===== src/rtl/anti_theft_pkg.sv =====
// Shared constants and state encoding for the vehicle anti-theft controller.
package anti_theft_pkg;

  localparam int unsigned DEF_TW          = 4;
  localparam int unsigned DEF_T_ARM_DELAY = 6;
  localparam int unsigned DEF_T_DRIVER    = 8;
  localparam int unsigned DEF_T_PASSENGER = 15;
  localparam int unsigned DEF_T_ALARM_ON  = 10;

  localparam int unsigned STATE_W = 3;

  typedef enum logic [STATE_W-1:0] {
    DISARMED  = 3'd0,
    ARMING    = 3'd1,
    ARMED     = 3'd2,
    TRIGGERED = 3'd3,
    ALARM     = 3'd4
  } state_t;

endpackage


===== src/rtl/anti_theft_alarm_timer.sv =====
// Loadable down-counter advanced by the 1 Hz enable; expired while the count sits at zero.
module alarm_timer
  import anti_theft_pkg::*;
#(
  parameter int unsigned W = DEF_TW
) (
  input  logic         clock,
  input  logic         reset,
  input  logic         tick,
  input  logic         load,
  input  logic [W-1:0] value,
  output logic         expired
);

  logic [W-1:0] count;

  // A load in the same cycle as a tick keeps the freshly loaded value intact.
  always_ff @(posedge clock) begin
    if (reset) begin
      count <= '0;
    end else if (load) begin
      count <= value;
    end else if (tick && (count != '0)) begin
      count <= count - W'(1);
    end
  end

  assign expired = (count == '0);

endmodule


===== src/rtl/anti_theft_alarm.sv =====
// Anti-theft controller: arm after driver exit, entry grace on door open, timed siren.
module anti_theft_alarm
  import anti_theft_pkg::*;
#(
  parameter int unsigned TW          = DEF_TW,
  parameter int unsigned T_ARM_DELAY = DEF_T_ARM_DELAY,
  parameter int unsigned T_DRIVER    = DEF_T_DRIVER,
  parameter int unsigned T_PASSENGER = DEF_T_PASSENGER,
  parameter int unsigned T_ALARM_ON  = DEF_T_ALARM_ON
) (
  input  logic               clock,
  input  logic               reset,
  input  logic               one_hz_en,
  input  logic               ignition,
  input  logic               door_driver,
  input  logic               door_pass,
  output logic               siren,
  output logic               status_led,
  output logic               fuel_inhibit,
  output logic [STATE_W-1:0] state_dbg
);

  state_t        state;
  state_t        next_state;
  logic          door_q;
  logic          close_edge;
  logic          prev_armed;
  logic          load;
  logic [TW-1:0] load_value;
  logic          expired;
  logic          siren_c;
  logic          led_c;
  logic          fuel_c;

  alarm_timer #(.W(TW)) u_timer (
    .clock   (clock),
    .reset   (reset),
    .tick    (one_hz_en),
    .load    (load),
    .value   (load_value),
    .expired (expired)
  );

  assign close_edge = door_q & ~door_driver;
  assign state_dbg  = state;

  // State, door history and registered outputs.
  always_ff @(posedge clock) begin
    if (reset) begin
      state        <= DISARMED;
      door_q       <= 1'b0;
      prev_armed   <= 1'b0;
      siren        <= 1'b0;
      status_led   <= 1'b0;
      fuel_inhibit <= 1'b0;
    end else begin
      state        <= next_state;
      door_q       <= door_driver;
      prev_armed   <= (state == ARMED);
      siren        <= siren_c;
      status_led   <= led_c;
      fuel_inhibit <= fuel_c;
    end
  end

  // Next state and timer load; the first matching rule in each state wins.
  always_comb begin
    next_state = state;
    load       = 1'b0;
    load_value = '0;
    case (state)
      DISARMED: begin
        if (!ignition && close_edge) begin
          next_state = ARMING;
          load       = 1'b1;
          load_value = TW'(T_ARM_DELAY);
        end
      end
      ARMING: begin
        if (ignition || door_driver || door_pass) begin
          next_state = DISARMED;
        end else if (expired) begin
          next_state = ARMED;
        end
      end
      ARMED: begin
        // Ignition alone never disarms here: a hot-wired car stays armed.
        if (door_driver) begin
          next_state = TRIGGERED;
          load       = 1'b1;
          load_value = TW'(T_DRIVER);
        end else if (door_pass) begin
          next_state = TRIGGERED;
          load       = 1'b1;
          load_value = TW'(T_PASSENGER);
        end
      end
      TRIGGERED: begin
        if (ignition) begin
          next_state = DISARMED;
        end else if (expired) begin
          next_state = ALARM;
          load       = 1'b1;
          load_value = TW'(T_ALARM_ON);
        end
      end
      ALARM: begin
        if (ignition) begin
          next_state = DISARMED;
        end else if (expired) begin
          if (!door_driver && !door_pass) begin
            next_state = ARMED;
          end else begin
            load       = 1'b1;
            load_value = TW'(T_ALARM_ON);
          end
        end
      end
      default: next_state = DISARMED;
    endcase
  end

  // Output values for the next clock, taken from the current state.
  always_comb begin
    siren_c = 1'b0;
    led_c   = 1'b0;
    fuel_c  = 1'b0;
    case (state)
      DISARMED: begin
        led_c = 1'b0;
      end
      ARMING: begin
        led_c = 1'b1;
      end
      ARMED: begin
        // First cycle in ARMED clears the LED; afterwards it blinks on the 1 Hz enable.
        led_c  = prev_armed ? (status_led ^ one_hz_en) : 1'b0;
        fuel_c = 1'b1;
      end
      TRIGGERED: begin
        led_c  = 1'b1;
        fuel_c = 1'b1;
      end
      ALARM: begin
        siren_c = 1'b1;
        led_c   = 1'b1;
        fuel_c  = 1'b1;
      end
      default: begin
        siren_c = 1'b0;
      end
    endcase
  end

endmodule

===== config.mk =====
export PLATFORM = sky130hd
export DESIGN_NAME = anti_theft_alarm
export DESIGN_NICKNAME = d
export VERILOG_FILES = /design/src/rtl/anti_theft_pkg.sv /design/src/rtl/anti_theft_alarm_timer.sv /design/src/rtl/anti_theft_alarm.sv
export SDC_FILE = /design/constraint.sdc
export NUM_CORES = 1
export LEC_CHECK = 0
export ABC_CLOCK_PERIOD_IN_PS = 4100
export CELL_PAD_IN_SITES_DETAIL_PLACEMENT = 0
export CELL_PAD_IN_SITES_GLOBAL_PLACEMENT = 2
export CORE_MARGIN = 1
export CORE_UTILIZATION = 42
export CTS_BUF_LIST = sky130_fd_sc_hd__clkbuf_8
export DETAILED_ROUTE_END_ITERATION = 7
export DONT_BUFFER_PORTS = 1
export PLACE_DENSITY_LB_ADDON = 0.1
export SLEW_MARGIN = 10
export SYNTH_ARGS = -nofsm -noshare
export SYNTH_HDL_FRONTEND = slang
export SYNTH_HIERARCHICAL = 1
export SYNTH_SLANG_ARGS = --single-unit

===== constraint.sdc =====
create_clock -name clock -period 4.1 [get_ports clock]
set_clock_uncertainty 0.05 [all_clocks]
set_input_delay 0.41 -clock clock [delete_from_list [all_inputs] [get_ports clock]]
set_output_delay 0.41 -clock clock [all_outputs]
set_load 0.05 [all_outputs]

# ---- Word level (Yosys, flattened, before mapping)
# Index checks and enable logic that the tools add are counted.
dict set report totals {
  ff_bits 12
  latch_bits 0
  mem_bits_rw 0
  rom_bits 0
  input_bits 6
  out_inout_bits 6
  elab_cells 71
  memories 0
}
dict set report classes {
  add_sub_neg 1
  multipliers 0
  div 0
  order_cmp 0
  eq_ne 10
  shifts 0
  n_mux 35
  n_bitwise 3
  reduce_logical 15
}
# cell n
set ops {}
lappend ops {{4-bit two-way mux} 9}
lappend ops {{3-bit two-way mux} 11}
lappend ops {{4-bit one-hot mux with 4 select lines} 1}
lappend ops {{3-bit != test (second input constant)} 5}
lappend ops {{3-bit one-hot mux with 5 select lines} 1}
lappend ops {{1-bit two-way mux} 11}
lappend ops {{3-bit by 2-bit == test with 1-bit output (second input constant)} 2}
lappend ops {{6-bit AND reduction} 1}
lappend ops {{3-bit OR reduction} 2}
lappend ops {{4-bit zero test} 1}
lappend ops {{1-bit one-hot mux with 4 select lines} 1}
lappend ops {{4-bit nonzero test} 1}
lappend ops {{4-bit by 1-bit subtractor with 4-bit output (second input constant)} 1}
lappend ops {{3-bit by 1-bit == test with 1-bit output (second input constant)} 1}
lappend ops {{3-bit == test (second input constant)} 1}
lappend ops {{1-bit logical AND} 3}
lappend ops {{1-bit zero test} 3}
lappend ops {{3-bit zero test} 1}
lappend ops {{1-bit logical OR} 2}
lappend ops {{2-bit != test (second input constant)} 1}
lappend ops {{1-bit one-hot mux with 2 select lines} 1}
lappend ops {{2-bit nonzero test} 1}
lappend ops {{1-bit bitwise AND} 1}
lappend ops {{1-bit NOT} 1}
lappend ops {{1-bit XOR} 1}

# ---- Logic depth before layout (Yosys ltp)
# Gate-level depths: netlist of the first run.
dict set report logic_depth {
  ltp_word 7
  depth_mapped 9
  depth_no_buf 9
}

# ---- By module
# The synthesis of the first run kept the hierarchy.
# module n_inst cells_per_inst area_per_inst_um2 seq_area_each_um2
set by_module_without_submodules {}
lappend by_module_without_submodules {anti_theft_alarm 1 59 534.3 160.2}
lappend by_module_without_submodules {alarm_timer 1 29 262.8 80.1}

# ---- Worst setup path after synthesis of the first run
# No wires, ideal clock.
dict set report synth_timing {
  path_type {reg2reg}
  from {register state[2] (netlist: state_dbg[2])}
  to {register u_timer.count[1]}
  setup_ns 0.122
  t_arrival_ns 2.107
  t_required_ns 3.928
  setup_slack_ns 1.821
  path_stages_with_launch 8
  n_path_buf 1
  path_cell_list {dfxtp_1 > buf_4 > or3b_4 > o22ai_1 > nand3_1 > nand2_1 > nor3_1 > a311o_1}
}
dict set report synth_between {
  elab_chain_cells 3
  elab_cells_between_ends 8
}
# item line_no
set synth_rtl {}
lappend synth_rtl {{start: declaration} anti_theft_alarm.sv:23} ;# state_t state;
lappend synth_rtl {{start signal: assignment} anti_theft_alarm.sv:57} ;# state <= next_state;
lappend synth_rtl {{3-bit == test (tied with other cells)} anti_theft_alarm.sv:71} ;# case (state)
lappend synth_rtl {{1-bit one-hot mux with 4 select lines *} anti_theft_alarm.sv:71}
lappend synth_rtl {{net load} anti_theft_alarm.sv:28} ;# logic load;
lappend synth_rtl {{4-bit two-way mux / 2-bit nonzero test (equally long branches)} n/a}
lappend synth_rtl {{end signal: assignment} anti_theft_alarm_timer.sv:22} ;# count <= value;
lappend synth_rtl {{end signal: assignment} anti_theft_alarm_timer.sv:24} ;# count <= count - W'(1);
lappend synth_rtl {{end: declaration} anti_theft_alarm_timer.sv:15} ;# logic [W-1:0] count;
# Mark *: on every way through the listed nets, which the timed path passes. The rest lies on a longest branch.
# A chain may end at the register's enable or synchronous reset.

# ---- Final worst setup path of the first run
dict set report layout_timing {
  from {register state[1] (netlist: state_dbg[1])}
  to {register u_timer.count[1]}
}
# The elaborated chain is that of the path after synthesis.

==> results of run 1 <==
-- how the worst max path moves through the flow --
stage / startpoint / endpoint / depth (start not counted)
3_5_place_dp: state_dbg[1]$_SDFFE_PP0P_ / u_timer/count[1]$_SDFFE_PP0P_ / 6
3_3_place_gp: state_dbg[0]$_SDFFE_PP0P_ / u_timer/count[1]$_SDFFE_PP0P_ / 6
2_1_floorplan: state_dbg[2]$_SDFFE_PP0P_ / u_timer/count[1]$_SDFFE_PP0P_ / 7
5_1_grt: state_dbg[1]$_SDFFE_PP0P_ / u_timer/count[0]$_SDFFE_PP0P_ / 7
4_1_cts: state_dbg[1]$_SDFFE_PP0P_ / u_timer/count[1]$_SDFFE_PP0P_ / 6
6_report: state_dbg[1]$_SDFFE_PP0P_ / u_timer/count[1]$_SDFFE_PP0P_ / 6
-- kinds of logic (layout without fill, tap and decap cells) --
group | Yosys count | count (layout) | share of synthesized area [%]
buffers and inverters | 10 | 11 | 6.28
and+or+nand+nor | 39 | 39 | 32.0
DFF | 12 | 12 | 30.1
muxes | 3 | 3 | 3.77
adders and majority gates | 1 | 1 | 1.57
xor gates and xnor gates | 1 | 1 | 1.10
AOI/OAI and AO/OA | 22 | 22 | 25.1
-- worst reg2reg max path: stages (launching register included) --
cell	delay, ns
dfxtp_1	0.60
or3b_4	0.55
o22ai_1	0.20
nand3_1	0.11
nand2_1	0.17
nor3_1	0.09
a311o_1	0.34
-- power by group through the flow --
stage	Sequential (mW)	Clock, mW	Combinational, mW
finish	0.135	0.133	0.0760
global route	0.136	0.140	0.0861
CTS	0.135	0.137	0.0757
detailed placement	0.138	0	0.0755
global placement	0.137	0	0.0766
floorplan	0.135	0	0.0685
-- routing by layer --
metal	wire [um]	GRT usage [%]	share of wire, %
met1	850	26.8	51
met2	699	24.0	42
met5	0	0	0
met4	25	9.09	1.5
met3	82	3.17	4.9
-- final cells by class --
class,instances,share of cell area [%]
clock buffer,4,6.38
inverter,6,2.61
multi-input combinational,66,58.7
sequential,12,27.8
tap,25,3.62
timing repair buffer,1,0.870
-- metrics by stage --
stage,hold WS (ns),std cells,util [%],setup slack [ns]
2_1_floorplan,0.432,88,-,1.82
3_3_place_gp,0.434,110,46.3,1.92
3_5_place_dp,0.435,110,46.3,1.90
4_1_cts,0.171,114,49.5,1.89
5_1_grt,0.171,114,49.5,1.70
6_report,0.176,114,49.5,1.89
-- flip-flops by register name, summed over array words and instances (netlist names) --
name	flops
u_timer/count	4
siren	1
door_q	1
state_dbg	3
status_led	1
fuel_inhibit	1
prev_armed	1
-- synth_stat cells, drive strengths merged --
library cell  count
dfxtp            12
nor2             10
inv               6
nand2             5
nand2b            5
or3b              4
mux2i             3
o21ai             3
o22ai             3
a2111oi           2
a211oi            2
a21oi             2
a311oi            2
buf               2
clkbuf            2
nand3             2
nor3              2
nor3b             2
nor4b             2
or4b              2
a211o             1
a21o              1
a311o             1
a31o              1
a31oi             1
ha                1
nand3b            1
nand4b            1
nor2b             1
o21a              1
o21ba             1
o21bai            1
or2b              1
or3               1
xor2              1
==> out/metrics.csv, run 1 <==
stage,metric,value,unit
outcome,status,"complete, no violations",
cts,clk_path_buf_depth,2,
setup_path,reg2reg_setup_slack,1.89,ns
pwr,p_leak,0.297,nW
detailed_routing,wire_per_inst,14.5,um
synthesis,synth_area_per_cell,9.06,sq um
grt,grt_pass1_vias,587,
cts,path_clk_slew,0.06,ns
die,top_level_ports,12,
setup_path,max_stage_delay,0.60,ns
synthesis,synth_cells,88,
grt,antenna_found_initial,0,
cts,cts_resized,0,
cts,cts_hold_buf,0,
synthesis,synth_area_leader_cell,dfxtp_1,
pwr,switching_share,28.1,%
cts,clkLatencyLatePin,0.25,ns
cts,cts_max_level,1,
timing,min_period,2.21,ns
min_path,holdPathEnd,status_led$_SDFF_PP0_,
place,dpl_cell_area,808,sq um
cts,postCtsSetupBuffers,0,
timing,rsz0062_at_grt,no,
layout,final_cell_mix,"dfxtp_1, nor2_1, inv_1, nand2b_1, nand2_1",
pwr,power_frac_clock,38.6,%
pwr,p_sw,0.0969,mW
layout,seq_area,240,sq um
cts,cts_tree,yes,
synthesis,synthesis.nets,95,
setup_path,crit_family,simple AND/OR/NAND/NOR gates,
cts,numCtsBuffers,3,
detailed_routing,dr.pass1.iters,4,
setup_path,worst_path_max_delay_cell,dfxtp_1,
place,gp_congestion,0.709,
setup_path,arrival,2.30,ns
grt,grt_pass1_wl,2.68,mm
timing,final_max_slew_viol_count,0,
synthesis,ys_ff_latch,12,
synthesis,synth_top_cell_area_share,30.1,%
timing,finalHoldViolCount,0,
synthesis,synthTopCellsByArea,"dfxtp_1, nor2_1, or3b_4",
pwr,ir_drop,0.216,mV
detailed_routing,wirelength,1.66,mm
setup_path,rr_endpoint,u_timer/count[1]$_SDFFE_PP0P_,
detailed_routing,dr_total_vias,661,
pwr,p_int,0.248,mW
timing,finalSetupViolations,0,
timing,post-route-period-util,53.9,%
grt,grt_usage,17.9,%
layout,area_growth,8.32,%
place,numPortBuffers,0,
grt,grt_max_degree,18,
place,hpwl,1.17,mm
die,die_y,45.6,um
setup_path,cp.required,4.19,ns
min_path,hold_depth,1,
setup_path,path_buf_inv,0,
pwr,p_per_area,399,nW/um^2
die,die_x,45.6,um
die,num_rows,15,
layout,multi_input_area,507,sq um
timing,slew_headroom,42.3,%
pwr,seqPwrFrac,39.3,%
job,max-cap-violations,0,
die,start_util,45.7,%
die,core,1750,sq um
timing,timing.fmax,452,MHz
layout,design_area,863,sq um
pwr,power,0.345,mW
die,dieArea,2080,sq um
layout,fin_nets,97,
synthesis,synth_warnings,6,
detailed_routing,antenna_left,0,
layout,layout_commonest_cell,dfxtp_1,
setup_path,critical_path_class,reg -> reg,
synthesis,seq_area_frac_synth,30.1,%
detailed_routing,drc,0,
synthesis,synth.distinct_cells,45,
layout,nFillCells,175,
min_path,min_path_type,in -> reg,
detailed_routing,via_per_inst,5.80,
setup_path,r2r-start,state_dbg[1]$_SDFFE_PP0P_,
layout,antenna_cells,0,
setup_path,crit_path_cell_trace,"or3b_4, o22ai_1, nand3_1, nand2_1, nor3_1, a311o_1",
min_path,min_from,reset,
grt,grt_overflow,0,
setup_path,worst_setup_path_start_kind,register,
layout,drive_gt1_share,20.2,%
cts,cts-root-buf,clkbuf_8,
pwr,p_comb_share,22.1,%
synthesis,syn_area,797,sq um
setup_path,r2r_cells,6,
timing,fin_tns_setup,0,ns
timing,worst_pin_slew,0.864,ns
setup_path,cp-end-kind,register,
detailed_routing,drtIter0Drc,19,
cts,clock_sinks,12,
setup_path,critPathMaxFanout,16,
No activity file was read; power rests on OpenSTA's default activity.
==> inputs of run 2 (changes only) <==
--- a/config.mk
+++ b/config.mk
@@ -5,11 +5,11 @@
 export SDC_FILE = /design/constraint.sdc
 export NUM_CORES = 1
 export LEC_CHECK = 0
-export ABC_CLOCK_PERIOD_IN_PS = 4100
+export ABC_CLOCK_PERIOD_IN_PS = 2100
 export CELL_PAD_IN_SITES_DETAIL_PLACEMENT = 0
 export CELL_PAD_IN_SITES_GLOBAL_PLACEMENT = 2
 export CORE_MARGIN = 1
-export CORE_UTILIZATION = 42
+export CORE_UTILIZATION = 39
 export CTS_BUF_LIST = sky130_fd_sc_hd__clkbuf_8
 export DETAILED_ROUTE_END_ITERATION = 7
 export DONT_BUFFER_PORTS = 1
==> constraint.sdc (replaced) <==
create_clock -name clock -period 2.1 [get_ports clock]
set_clock_uncertainty 0.05 [all_clocks]
set_input_delay 0.21 -clock clock [delete_from_list [all_inputs] [get_ports clock]]
set_output_delay 0.21 -clock clock [all_outputs]
set_load 0.05 [all_outputs]
==> out/metrics.csv, run 2 (synthesis gave the netlist of run 1 again) <==
stage,metric,value,unit
outcome,status,"complete, no violations",
layout,drive_gt1_share,28.4,%
place,numPortBuffers,0,
timing,finalHoldViolCount,0,
setup_path,crit_path_cell_trace,"inv_1, ha_4, or3b_4, inv_1, nand3_1, nand2_2, nor3_1, a311o_1",
die,dieArea,2230,sq um
place,gp_congestion,0.772,
timing,min_period,1.98,ns
setup_path,max_stage_delay,0.42,ns
place,hpwl,1.24,mm
layout,fin_nets,103,
job,max-cap-violations,0,
layout,largest_register_ff_count,4,
grt,grt_usage,18.8,%
pwr,ir_drop,0.489,mV
layout,final_cell_mix,"nor2_1, dfxtp_1, inv_1, buf_4, nand2b_1",
cts,cts_max_level,1,
timing,final_max_slew_viol_count,0,
die,start_util,43.8,%
die,die_y,47.2,um
layout,nFillCells,182,
timing,timing.fmax,505,MHz
grt,grt_overflow,0,
detailed_routing,dr.pass1.iters,3,
timing,worst_pin_slew,0.475,ns
grt,grt_pass1_wl,2.87,mm
die,num_rows,15,
place,dp_cells,115,
setup_path,worst_setup_path_start_kind,register,
die,core,1820,sq um
layout,area_growth,16.5,%
setup_path,crit_top_cell,inv_1,
min_path,min_path_type,in -> reg,
setup_path,critical_path_class,reg -> reg,
setup_path,arrival,2.06,ns
detailed_routing,via_per_inst,5.50,
die,top_level_ports,12,
detailed_routing,antenna_left,0,
pwr,p_leak,0.329,nW
layout,antenna_cells,0,
detailed_routing,dr_total_vias,660,
layout,largest-register,u_timer/count,
timing,fin_tns_setup,0,ns
detailed_routing,drc,0,
timing,post-route-period-util,94.2,%
pwr,p_per_area,747,nW/um^2
setup_path,worst_path_max_delay_cell,or3b_4,
timing,finalSetupViolations,0,
setup_path,cp.required,2.18,ns
setup_path,cp-end-kind,register,
timing,rsz0062_at_grt,no,
die,die_x,47.2,um
timing,holdWs,0.0224,ns
setup_path,critPathMaxFanout,5,
grt,grt_pass1_vias,654,
cts,cts-root-buf,clkbuf_8,
cts,clock_sinks,12,
detailed_routing,wire_per_inst,14.2,um
detailed_routing,wirelength,1.70,mm
cts,clk_path_buf_depth,2,
detailed_routing,drtIter0Drc,6,
timing,slew_headroom,68.3,%
layout,layout.cells.non_filler,120,
cts,cts_tree,yes,
grt,antenna_found_initial,0,
grt,grt_max_degree,12,
cts,numCtsBuffers,3,
cts,clkLatencyLatePin,0.24,ns
cts,path_clk_slew,0.06,ns
-- run 2: final cells by class --
type / instances / area, sq um / share of cell area (%)
Multi-Input combinational cell: 66 / 522 / 56.2
Sequential cell: 12 / 243 / 26.1
Clock buffer: 4 / 55.1 / 5.93
Timing Repair Buffer: 7 / 55.1 / 5.93
Tap cell: 25 / 31.3 / 3.37
Inverter: 6 / 22.5 / 2.43
-- run 2: repair_timing --
item                       CTS  global route
buffers inserted             0             0
gates resized for setup      0             3
hold endpoints to repair     8             0
hold buffers                 1             0
setup endpoints to repair    0             5
-- run 2: worst max-delay path, delay by kind of cell (launching register included) --
family,cells,cell delay (ns)
simple gates,4,0.73
compound gates,1,0.35
flops,1,0.32
buf+inv,2,0.25
fa+ha+maj,1,0.17
-- run 2: metrics by stage --
| step | setup WS, ns | cell area [sq um] | util (%) | power (mW) |
|---|---|---|---|---|
| after global routing | 0.0113 | 928 | 51.0 | 0.732 |
| after CTS | 0.0317 | 913 | 50.2 | 0.683 |
| after detailed placement | 0.0433 | 848 | 46.6 | 0.419 |
| after floorplan | 0.00335 | 800 | - | 0.398 |
| final | 0.121 | 928 | 51.0 | 0.694 |
| after global placement | 0.126 | 848 | 46.6 | 0.417 |
-- run 2: per-layer routing --
layer	wire, um	vias up	track usage, %
li1	-	342	-
met1	867	307	25.1
met2	744	9	28.3
met3	75	2	5.77
met4	12	0	6.86
met5	0	-	0
-- run 2: path summary, 6_finish.rpt --
path	start	to	slack, ns	cells past startpoint
worst max-delay path	u_timer/count[1]$_SDFFE_PP0P_	u_timer/count[1]$_SDFFE_PP0P_	0.12	8
worst min-delay path	reset	state_dbg[0]$_SDFFE_PP0P_	0.02	1
worst max register to register	u_timer/count[1]$_SDFFE_PP0P_	u_timer/count[1]$_SDFFE_PP0P_	0.12	8
worst min register to register	u_timer/count[2]$_SDFFE_PP0P_	u_timer/count[2]$_SDFFE_PP0P_	0.48	2
-- run 2: power breakdown --
group	switching [mW]	total [mW]	internal [mW]
combinational	0.0899	0.176	0.0860
clock	0.0936	0.260	0.166
sequential	0.0129	0.258	0.245
total	0.196	0.694	0.497
